## config.mk

```make
export PLATFORM = sky130hd
export DESIGN_NAME = fetch_stage
export DESIGN_NICKNAME = d
export VERILOG_FILES = /design/src/rtl/cpu_pkg.sv /design/src/rtl/if_id_reg.sv /design/src/rtl/fetch_stage.sv
export SDC_FILE = /design/constraint.sdc
export NUM_CORES = 1
export LEC_CHECK = 0
export BUFFER_PORTS_ARGS = -buffer_cell sky130_fd_sc_hd__buf_2
export CORE_ASPECT_RATIO = 1.25
export CORE_UTILIZATION = 52
export CTS_BUF_LIST = sky130_fd_sc_hd__clkbuf_16
export DETAILED_ROUTE_END_ITERATION = 12
export PLACE_DENSITY = 0.78
export SLEW_MARGIN = 20
export SYNTH_ARGS = -nofsm -noshare
export SYNTH_HDL_FRONTEND = slang
export SYNTH_SLANG_ARGS = --single-unit
export TNS_END_PERCENT = 100
```

## constraint.sdc

```tcl
create_clock -name clk -period 2.8 [get_ports clk]
set_clock_uncertainty 0.2 [all_clocks]
set_input_delay 0.14 -clock clk [delete_from_list [all_inputs] [get_ports clk]]
set_output_delay 0.14 -clock clk [all_outputs]
set_load 0.01 [all_outputs]
```

## src/rtl/cpu_pkg.sv

```systemverilog
// Shared fetch-stage types: FSM state encoding and instruction-word constants.
package cpu_pkg;

   localparam int INSTR_W = 32;
   localparam logic [INSTR_W-1:0] NOP_INSTR = 32'h0;

   typedef enum logic [1:0] {
      S_IDLE = 2'd0,
      S_WAIT = 2'd1,
      S_HOLD = 2'd2,
      S_DROP = 2'd3
   } fetch_state_e;

endpackage

```

## src/rtl/if_id_reg.sv

```systemverilog
// IF/ID pipeline register. Priority: flush (bubble) > hold > load.
module if_id_reg
   import cpu_pkg::*;
#(
   parameter int ADDR_W = 32
) (
   input  logic               clk,
   input  logic               arst_n,
   input  logic               flush_i,
   input  logic               hold_i,
   input  logic               load_i,
   input  logic [ADDR_W-1:0]  pc_plus4_i,
   input  logic [INSTR_W-1:0] instr_i,
   output logic [ADDR_W-1:0]  pc_plus4_o,
   output logic [INSTR_W-1:0] instr_o,
   output logic               valid_o
);

   logic [ADDR_W-1:0]  pc_plus4_q;
   logic [INSTR_W-1:0] instr_q;
   logic               valid_q;

   always_ff @(posedge clk or negedge arst_n) begin
      if (!arst_n) begin
         pc_plus4_q <= '0;
         instr_q    <= NOP_INSTR;
         valid_q    <= 1'b0;
      end else if (flush_i) begin
         pc_plus4_q <= '0;
         instr_q    <= NOP_INSTR;
         valid_q    <= 1'b0;
      end else if (!hold_i && load_i) begin
         pc_plus4_q <= pc_plus4_i;
         instr_q    <= instr_i;
         valid_q    <= 1'b1;
      end
   end

   assign pc_plus4_o = pc_plus4_q;
   assign instr_o    = instr_q;
   assign valid_o    = valid_q;

endmodule

```

## src/rtl/fetch_stage.sv

```systemverilog
// Instruction fetch: PC, next-PC select, imem request FSM, IF/ID register.
// FETCH_PERF_CNT_EN adds stall-cycle and flush counters.
module fetch_stage
   import cpu_pkg::*;
#(
   parameter int               ADDR_W   = 32,
   parameter logic [ADDR_W-1:0] RESET_PC = '0
) (
   input  logic               clk,
   input  logic               arst_n,
   input  logic               stall_pc,
   input  logic               stall_if_id,
   input  logic               branch_taken,
   input  logic [ADDR_W-1:0]  branch_target,
   input  logic               jump,
   input  logic [ADDR_W-1:0]  jump_target,
   output logic               imem_req,
   output logic [ADDR_W-1:0]  imem_addr,
   input  logic [INSTR_W-1:0] imem_rdata,
   input  logic               imem_valid,
   output logic [ADDR_W-1:0]  if_id_pc_plus4,
   output logic [INSTR_W-1:0] if_id_instr,
   output logic               if_id_valid
`ifdef FETCH_PERF_CNT_EN
   ,
   output logic [31:0]        perf_stall_cycles,
   output logic [31:0]        perf_flush_count
`endif
);

   fetch_state_e       state_q;
   logic [ADDR_W-1:0]  pc_q;
   logic [INSTR_W-1:0] buf_q;
   logic               req_q;

   logic               redirect;
   logic [ADDR_W-1:0]  redirect_pc;
   logic [ADDR_W-1:0]  pc_plus4;
   logic               deliver;
   logic [INSTR_W-1:0] deliver_word;
   logic               ifid_flush;

   assign redirect     = branch_taken | jump;
   assign redirect_pc  = branch_taken ? branch_target : jump_target;
   assign pc_plus4     = pc_q + ADDR_W'(4);
   assign deliver      = ~redirect & ~stall_if_id &
                         (((state_q == S_WAIT) & imem_valid) | (state_q == S_HOLD));
   assign deliver_word = (state_q == S_HOLD) ? buf_q : imem_rdata;
   // Any cycle without a delivered word becomes a bubble unless IF/ID is frozen.
   assign ifid_flush   = redirect | (~deliver & ~stall_if_id);

   always_ff @(posedge clk or negedge arst_n) begin
      if (!arst_n) begin
         state_q <= S_IDLE;
         pc_q    <= RESET_PC;
         buf_q   <= NOP_INSTR;
         req_q   <= 1'b0;
      end else begin
         case (state_q)
            S_IDLE: begin
               if (redirect) pc_q <= redirect_pc;
               state_q <= S_WAIT;
               req_q   <= 1'b1;
            end
            S_WAIT: begin
               if (redirect) begin
                  pc_q <= redirect_pc;
                  // A response in the same cycle retires the wrong-path request.
                  state_q <= imem_valid ? S_WAIT : S_DROP;
                  req_q   <= imem_valid;
               end else if (imem_valid) begin
                  if (stall_if_id) begin
                     buf_q   <= imem_rdata;
                     state_q <= S_HOLD;
                     req_q   <= 1'b0;
                  end else if (!stall_pc) begin
                     pc_q <= pc_plus4;
                  end
               end
            end
            S_HOLD: begin
               if (redirect) begin
                  pc_q    <= redirect_pc;
                  state_q <= S_WAIT;
                  req_q   <= 1'b1;
               end else if (!stall_if_id) begin
                  if (!stall_pc) pc_q <= pc_plus4;
                  state_q <= S_WAIT;
                  req_q   <= 1'b1;
               end
            end
            S_DROP: begin
               if (redirect) pc_q <= redirect_pc;
               if (imem_valid) begin
                  state_q <= S_WAIT;
                  req_q   <= 1'b1;
               end
            end
            default: begin
               state_q <= S_IDLE;
               req_q   <= 1'b0;
            end
         endcase
      end
   end

   assign imem_req  = req_q;
   assign imem_addr = pc_q;

   if_id_reg #(.ADDR_W(ADDR_W)) u_if_id (
      .clk        (clk),
      .arst_n     (arst_n),
      .flush_i    (ifid_flush),
      .hold_i     (stall_if_id),
      .load_i     (deliver),
      .pc_plus4_i (pc_plus4),
      .instr_i    (deliver_word),
      .pc_plus4_o (if_id_pc_plus4),
      .instr_o    (if_id_instr),
      .valid_o    (if_id_valid)
   );

`ifdef FETCH_PERF_CNT_EN
   logic [31:0] perf_stall_q;
   logic [31:0] perf_flush_q;

   always_ff @(posedge clk or negedge arst_n) begin
      if (!arst_n) begin
         perf_stall_q <= '0;
         perf_flush_q <= '0;
      end else begin
         if (stall_if_id) perf_stall_q <= perf_stall_q + 32'd1;
         if (redirect)    perf_flush_q <= perf_flush_q + 32'd1;
      end
   end

   assign perf_stall_cycles = perf_stall_q;
   assign perf_flush_count  = perf_flush_q;
`endif

endmodule

```

Yosys cells after proc, flatten, opt, wreduce, memory -nomap -nowiden
Cells that the tools add are included.
{"block": "op_classes", "bitwise": 10, "n_eq_ne": 8, "addsub": 1, "mux": 30, "reduce_logical": 8}
{"op": "$mux W32", "count": 12}
{"op": "$pmux W32 S3", "count": 1}
{"op": "$add A32 B3 Y32 const B", "count": 1}
{"op": "$mux W2", "count": 7}
{"op": "$ne A3 B3 Y1 const B", "count": 3}
{"op": "$mux W1", "count": 8}
{"op": "$pmux W2 S4", "count": 1}
{"op": "$reduce_and A4 Y1", "count": 2}
{"op": "$and A1 B1 Y1", "count": 4}
{"op": "$eq A2 B2 Y1 const B", "count": 2}
{"op": "$pmux W1 S4", "count": 1}
{"op": "$not A1 Y1", "count": 3}
{"op": "$or A1 B1 Y1", "count": 3}
{"op": "$eq A2 B1 Y1 const B", "count": 1}
{"op": "$logic_not A2 Y1", "count": 1}
{"op": "$ne A2 B1 Y1 const B", "count": 1}
{"op": "$ne A2 B2 Y1 const B", "count": 1}
{"op": "$reduce_and A2 Y1", "count": 1}
{"op": "$reduce_bool A2 Y1", "count": 1}
{"op": "$reduce_or A2 Y1", "count": 1}
{"op": "$logic_and A1 B1 Y1", "count": 1}
{"op": "$logic_not A1 Y1", "count": 1}
{"block": "totals", "register_bits": 132, "elab_cells": 64}

Longest topological paths before layout
{"block": "logic_depth", "depth_word": 8, "depth_mapped": 8, "ltp_nobuf": 7}

By module
Synthesis repeated with hierarchy kept, for this count alone.
{"block": "hier_totals", "cells_unflattened": 778, "area_unflattened_um2": 7905.1}
{"module": "fetch_stage", "cells_each": 484, "seq_area_each_um2": 1676.6, "instances": 1, "area_each_um2": 4513.1}
{"module": "if_id_reg", "cells_each": 294, "seq_area_each_um2": 1626.6, "instances": 1, "area_each_um2": 3392.0}

Worst setup path after synthesis
No wires, ideal clock.
{"block": "synth_timing", "path_type": "register to register", "start": "register state_q[0]", "end": "register pc_q[22] (netlist: imem_addr[22])", "stages_incl_launch_ff": 7, "setup_ns": 0.087, "arrival_ns": 1.911, "t_required_ns": 2.513, "slack_ns": 0.602, "path_cell_list": "dfrtp_1 -> inv_1 -> ha_1 -> o41ai_4 -> clkbuf_1 -> o21ai_0 -> a22oi_1"}
{"block": "synth_between", "elab_chain_len": 4, "word_cells_on_any_way": 9}
{"element": "start: declaration", "line_no": "fetch_stage.sv:31", "text": "fetch_state_e state_q;"}
{"element": "start signal: assignment", "line_no": "fetch_stage.sv:69", "text": "state_q <= imem_valid ? S_WAIT : S_DROP;"}
{"element": "$eq A2 B2 Y1 or $logic_not A2 Y1 (tied branches)", "line_no": "fetch_stage.sv:59", "text": "case (state_q)"}
{"element": "$reduce_or A2 Y1 (no line)"}
{"element": "$ne A2 B1 Y1 (no line)"}
{"element": "$reduce_and A2 Y1 (no line)"}
{"element": "end signal: assignment", "line_no": "fetch_stage.sv:61", "text": "if (redirect) pc_q <= redirect_pc;"}
{"element": "end signal: assignment", "line_no": "fetch_stage.sv:67", "text": "pc_q <= redirect_pc;"}
{"element": "end signal: assignment", "line_no": "fetch_stage.sv:77", "text": "pc_q <= pc_plus4;"}
{"element": "end: declaration", "line_no": "fetch_stage.sv:32", "text": "logic [ADDR_W-1:0] pc_q;"}
Several ways; a longest one is shown, not always the timed one.
A chain may end at the register's enable or synchronous reset.

Worst setup path in the final report
{"block": "layout_timing", "start": "register state_q[0]", "end": "register pc_q[29] (netlist: imem_addr[29])"}
The elaborated chain is that of the path after synthesis.

==> results.txt <==
The library cells used most frequently in the layout, excluding fill and tap cells, are 199 x buf_2, 132 x dfrtp_1, 102 x nand2_1. dfrtp_1 takes more of the synthesized area than any other cell. The detailed-route via count came out at about 6,200. TritonCTS built the clock tree.

In the final layout, the multi-input gates occupy roughly 0.0031 sq mm. At the end of routability-driven placement, the weighted congestion stood at around 0.88. The horizontal extent of the die is roughly 100 microns.

Across the run, the number of max-cap violations was 0. Dividing the synthesized area by the synthesized cell count gives approximately 10 sq um. The clock buffer count from CTS came out at 17.

The library cell used most frequently in the layout, excluding fill and tap cells, is buf_2. Across every metal layer, demand over resource in global routing totals 0.307. The post-detailed-route wirelength per cell came out at roughly 18 microns. The share of cells above drive strength 1 came out at 0.305. The first global-routing pass estimated between 30,000 and 40,000 microns of wire. The worst slack at placement came out at between 0.3 and 0.4 ns. The hold path startpoint is branch_target[4]. After layout, the design draws a total of 6.64 mW. The utilization after layout is 0.723. The type of the setup path with the least slack is reg -> reg.

The total I/O pin count came out at 201. Detailed routing placed a total of around 11,000 microns of wire on met2. The sequential-to-total area share from yosys stat came out at 0.493.

The cell row count is 46. The startpoint kind of the worst setup timing path is a flop. The total congestion overflow is 0. The number of enable-type register cells in the synthesized netlist is 0. Across the whole layout, storage elements account for about 0.0033 sq mm.

The transition at the pin with the smallest max-transition slack is between 0.7 and 0.8 ns. During placement, the flow inserted port buffers numbering 200. Signal routing reaches up to met4. The run finished with clean final reports.

The placeable core region is approximately 0.013 sq mm. The met1 wire length came out at 7590 microns. Traced cell by cell, the critical path runs through inv_1 -> ha_2 -> nor4_4 -> or3_1 -> a22oi_1 -> dlygate4sd3_1 -> a21oi_1. The initial antenna violation count is 1.

The count of endpoints failing setup in the final report is 0. The maximum clock insertion buffer count is 2. The detailed-routed wire length on met3 came out at between 1000 and 1500 microns. After detailed routing, the number of remaining DRC violations is 0.

The clock-pin slew reported for the worst setup and hold paths after clock tree synthesis came out at 0.06 ns. The number of synthesized register bits is 132. The number of global-route vias before repair is roughly 6,400. The tightest min-delay check is of the in -> reg type. Yosys attributes the largest share of cell area to dfrtp_1 49%, mux2i_1 7.0%, nand2_1 5.7%.

Post-CTS timing repair inserted 0 buffers for setup. The final-stage net count came out at about 1,000. The clock drives ~130 sinks. The number of cells on the worst reg-to-reg path came out at 7. The Yosys step of the flow raised 0 warnings.

The later pin in the worst-skew pair is clocked with a latency of approximately 0.42 ns. In the finished design, the share of the clock period the worst path needs comes to 0.942. The filler cell count is approximately 900. The startpoint identified for the worst register-to-register timing path is state_q[0]$_DFFE_PN0P_. The number of antenna repair diodes came out at 0.

The count of cells along the worst hold path is 4. The worst path arrival time came out at between 2 and 3 ns. The static leakage came out at between 4 and 5 nW. The total iterations of the first detailed-routing run came out at 8. The die outline area is around 0.013 sq mm. In this run the power density over the cells is 729 mW/mm^2. Among all stages on the critical path, the largest delay is contributed by dlygate4sd3_1. IR analysis of the VDD net gives a maximum drop of about 0.4 mV. The effective utilization at floorplan came out at 0.532.

The worst setup path is captured at a flop. The worst-case register-to-register setup slack is approximately 0.16 ns. The HPWL after detailed placement is 12,600 microns.

The relative slew slack came out at 0.502. The worst path required time came out at roughly 2.9 ns. The number of distinct standard cells referenced by the synthesized netlist is about 50. In the synthesized netlist, the number of instances is 653. In the synthesized netlist the dominant register cell turns out to be dfrtp_1. The number of nets in the synthesized netlist came out at 760. The H-tree generated during clock tree synthesis spans 4 levels. On the worst path, the slowest cell contributes a delay of 0.58 ns. The maximum number of pins on one net before global-route repair is 66. The share of synthesized registers carrying an async set or reset came out at 1.00. Once detail routing completed, the nets flagged for antenna violations numbered 0. The final-layout setup total negative slack came out at 0 ns. The number of failing hold endpoints at the final stage is 0.

Setup repair after global routing left no endpoint under its margin. The worst path in the final design needs a cycle of 2.64 ns, including I/O delays and setup. Relative to the synthesized area, the layout overhead comes to 35.9%. The total count of max-transition violations in the final report is 0.

The share of synthesized area in the top cell type comes to 0.493. The number of DRC markers after the initial detailed-route iteration is around 300. The endpoint identified for the worst register-to-register timing path is imem_addr[29]$_DFFE_PN0P_.

The post-synthesis instance area is 0.00670 sq mm. The final wirelength came out at approximately 20,000 microns. The total placed cells including tap cells is about 1,000. The post-route non-filler standard cell count came out at between 1,000 and 1,500. The overall die height came out at between 100 and 150 microns. The worst hold path terminates at imem_addr[4]$_DFFE_PN0P_. The root buffer cell is clkbuf_16. The largest fanout on the critical path came out at 8. The final worst slack came out at ~0.16 ns.

Timing would allow up to about 380 MHz. The via density per instance is about 5.7.
## cell usage after synthesis, drive strengths merged, types with 13 or more instances
cell type / instances
xor2: 21
o21ai: 73
and3: 13
mux2: 44
a21oi: 31
clkbuf: 17
dfrtp: 132
nor2: 16
nand3: 18
nand2: 102
buf: 28
mux2i: 47
## cells by family (layout without fill, tap and decap cells)
logic type | count (synthesis) | in the layout | share of synthesized area
AO/OA/AOI/OAI | 157 | 157 | 0.143
XOR/XNOR | 29 | 29 | 0.0379
adder cells (fa/ha/maj) | 4 | 4 | 0.00747
buffers and inverters | 53 | 322 | 0.0420
flip-flops | 132 | 132 | 0.493
multiplexers | 91 | 91 | 0.144
AND/OR/NAND/NOR | 187 | 187 | 0.133
## metrics by stage
stage | hold WS, ns | instance area, sq um
6_report | 0.00574 | 9110
2_1_floorplan | -0.356 | 6700
4_1_cts | 0.000408 | 9110
5_1_grt | 0.0337 | 9110
3_5_place_dp | -0.0525 | 7820
3_3_place_gp | -0.0585 | 7820
## critical path, delay by kind of cell (launching register included)
family,cells,cell delay [ns]
compound gates,2,0.19
fa+ha+maj,1,0.34
buf+inv,2,0.68
flops,1,0.41
simple gates,2,0.76
## layer usage
metal	global-route usage	vias to the layer above
li1	-	2840
met1	0.347	3048
met2	0.575	293
met3	0.0648	37
met4	0.110	0
met5	0	-
## how the worst max path moves through the flow
stage                      startpoint                        end  slack, ns
2_1_floorplan  state_q[0]$_DFFE_PN0P_  imem_addr[22]$_DFFE_PN0P_       0.60
3_3_place_gp   state_q[0]$_DFFE_PN0P_   imem_addr[8]$_DFFE_PN0P_       0.52
3_5_place_dp   state_q[0]$_DFFE_PN0P_       imem_req$_DFFE_PN0P_       0.39
4_1_cts        state_q[1]$_DFFE_PN0P_  imem_addr[29]$_DFFE_PN0P_       0.14
5_1_grt        state_q[0]$_DFFE_PN0P_  imem_addr[29]$_DFFE_PN0P_       0.04
6_report       state_q[0]$_DFFE_PN0P_  imem_addr[29]$_DFFE_PN0P_       0.16
## final cells by class
class                      instances  share of cell area
inverter                           8             0.00329
timing repair buffer             282               0.201
tap                              168              0.0231
sequential                       132               0.362
clock inverter                    15              0.0198
multi-input combinational        468               0.344
clock buffer                      17              0.0467
## repair_timing
item,in CTS,in global routing
hold endpoints to repair,189,0
gates resized for setup,0,1
endpoints found under the setup margin,0,1
hold buffers,69,0
## power by group
part | total (mW) | switching [mW] | internal (mW)
Combinational | 1.67 | 0.872 | 0.800
Sequential | 2.69 | 0.376 | 2.31
Clock | 2.28 | 0.873 | 1.41
Total | 6.64 | 2.12 | 4.52
## sequential cells by signal (all words and copies together), names as in the netlist
register	flops
imem_req	1
u_if_id.pc_plus4_o	32
state_q	2
imem_addr	32
u_if_id.valid_o	1
u_if_id.instr_o	32
buf_q	32
(Power assumes the default switching activity.)
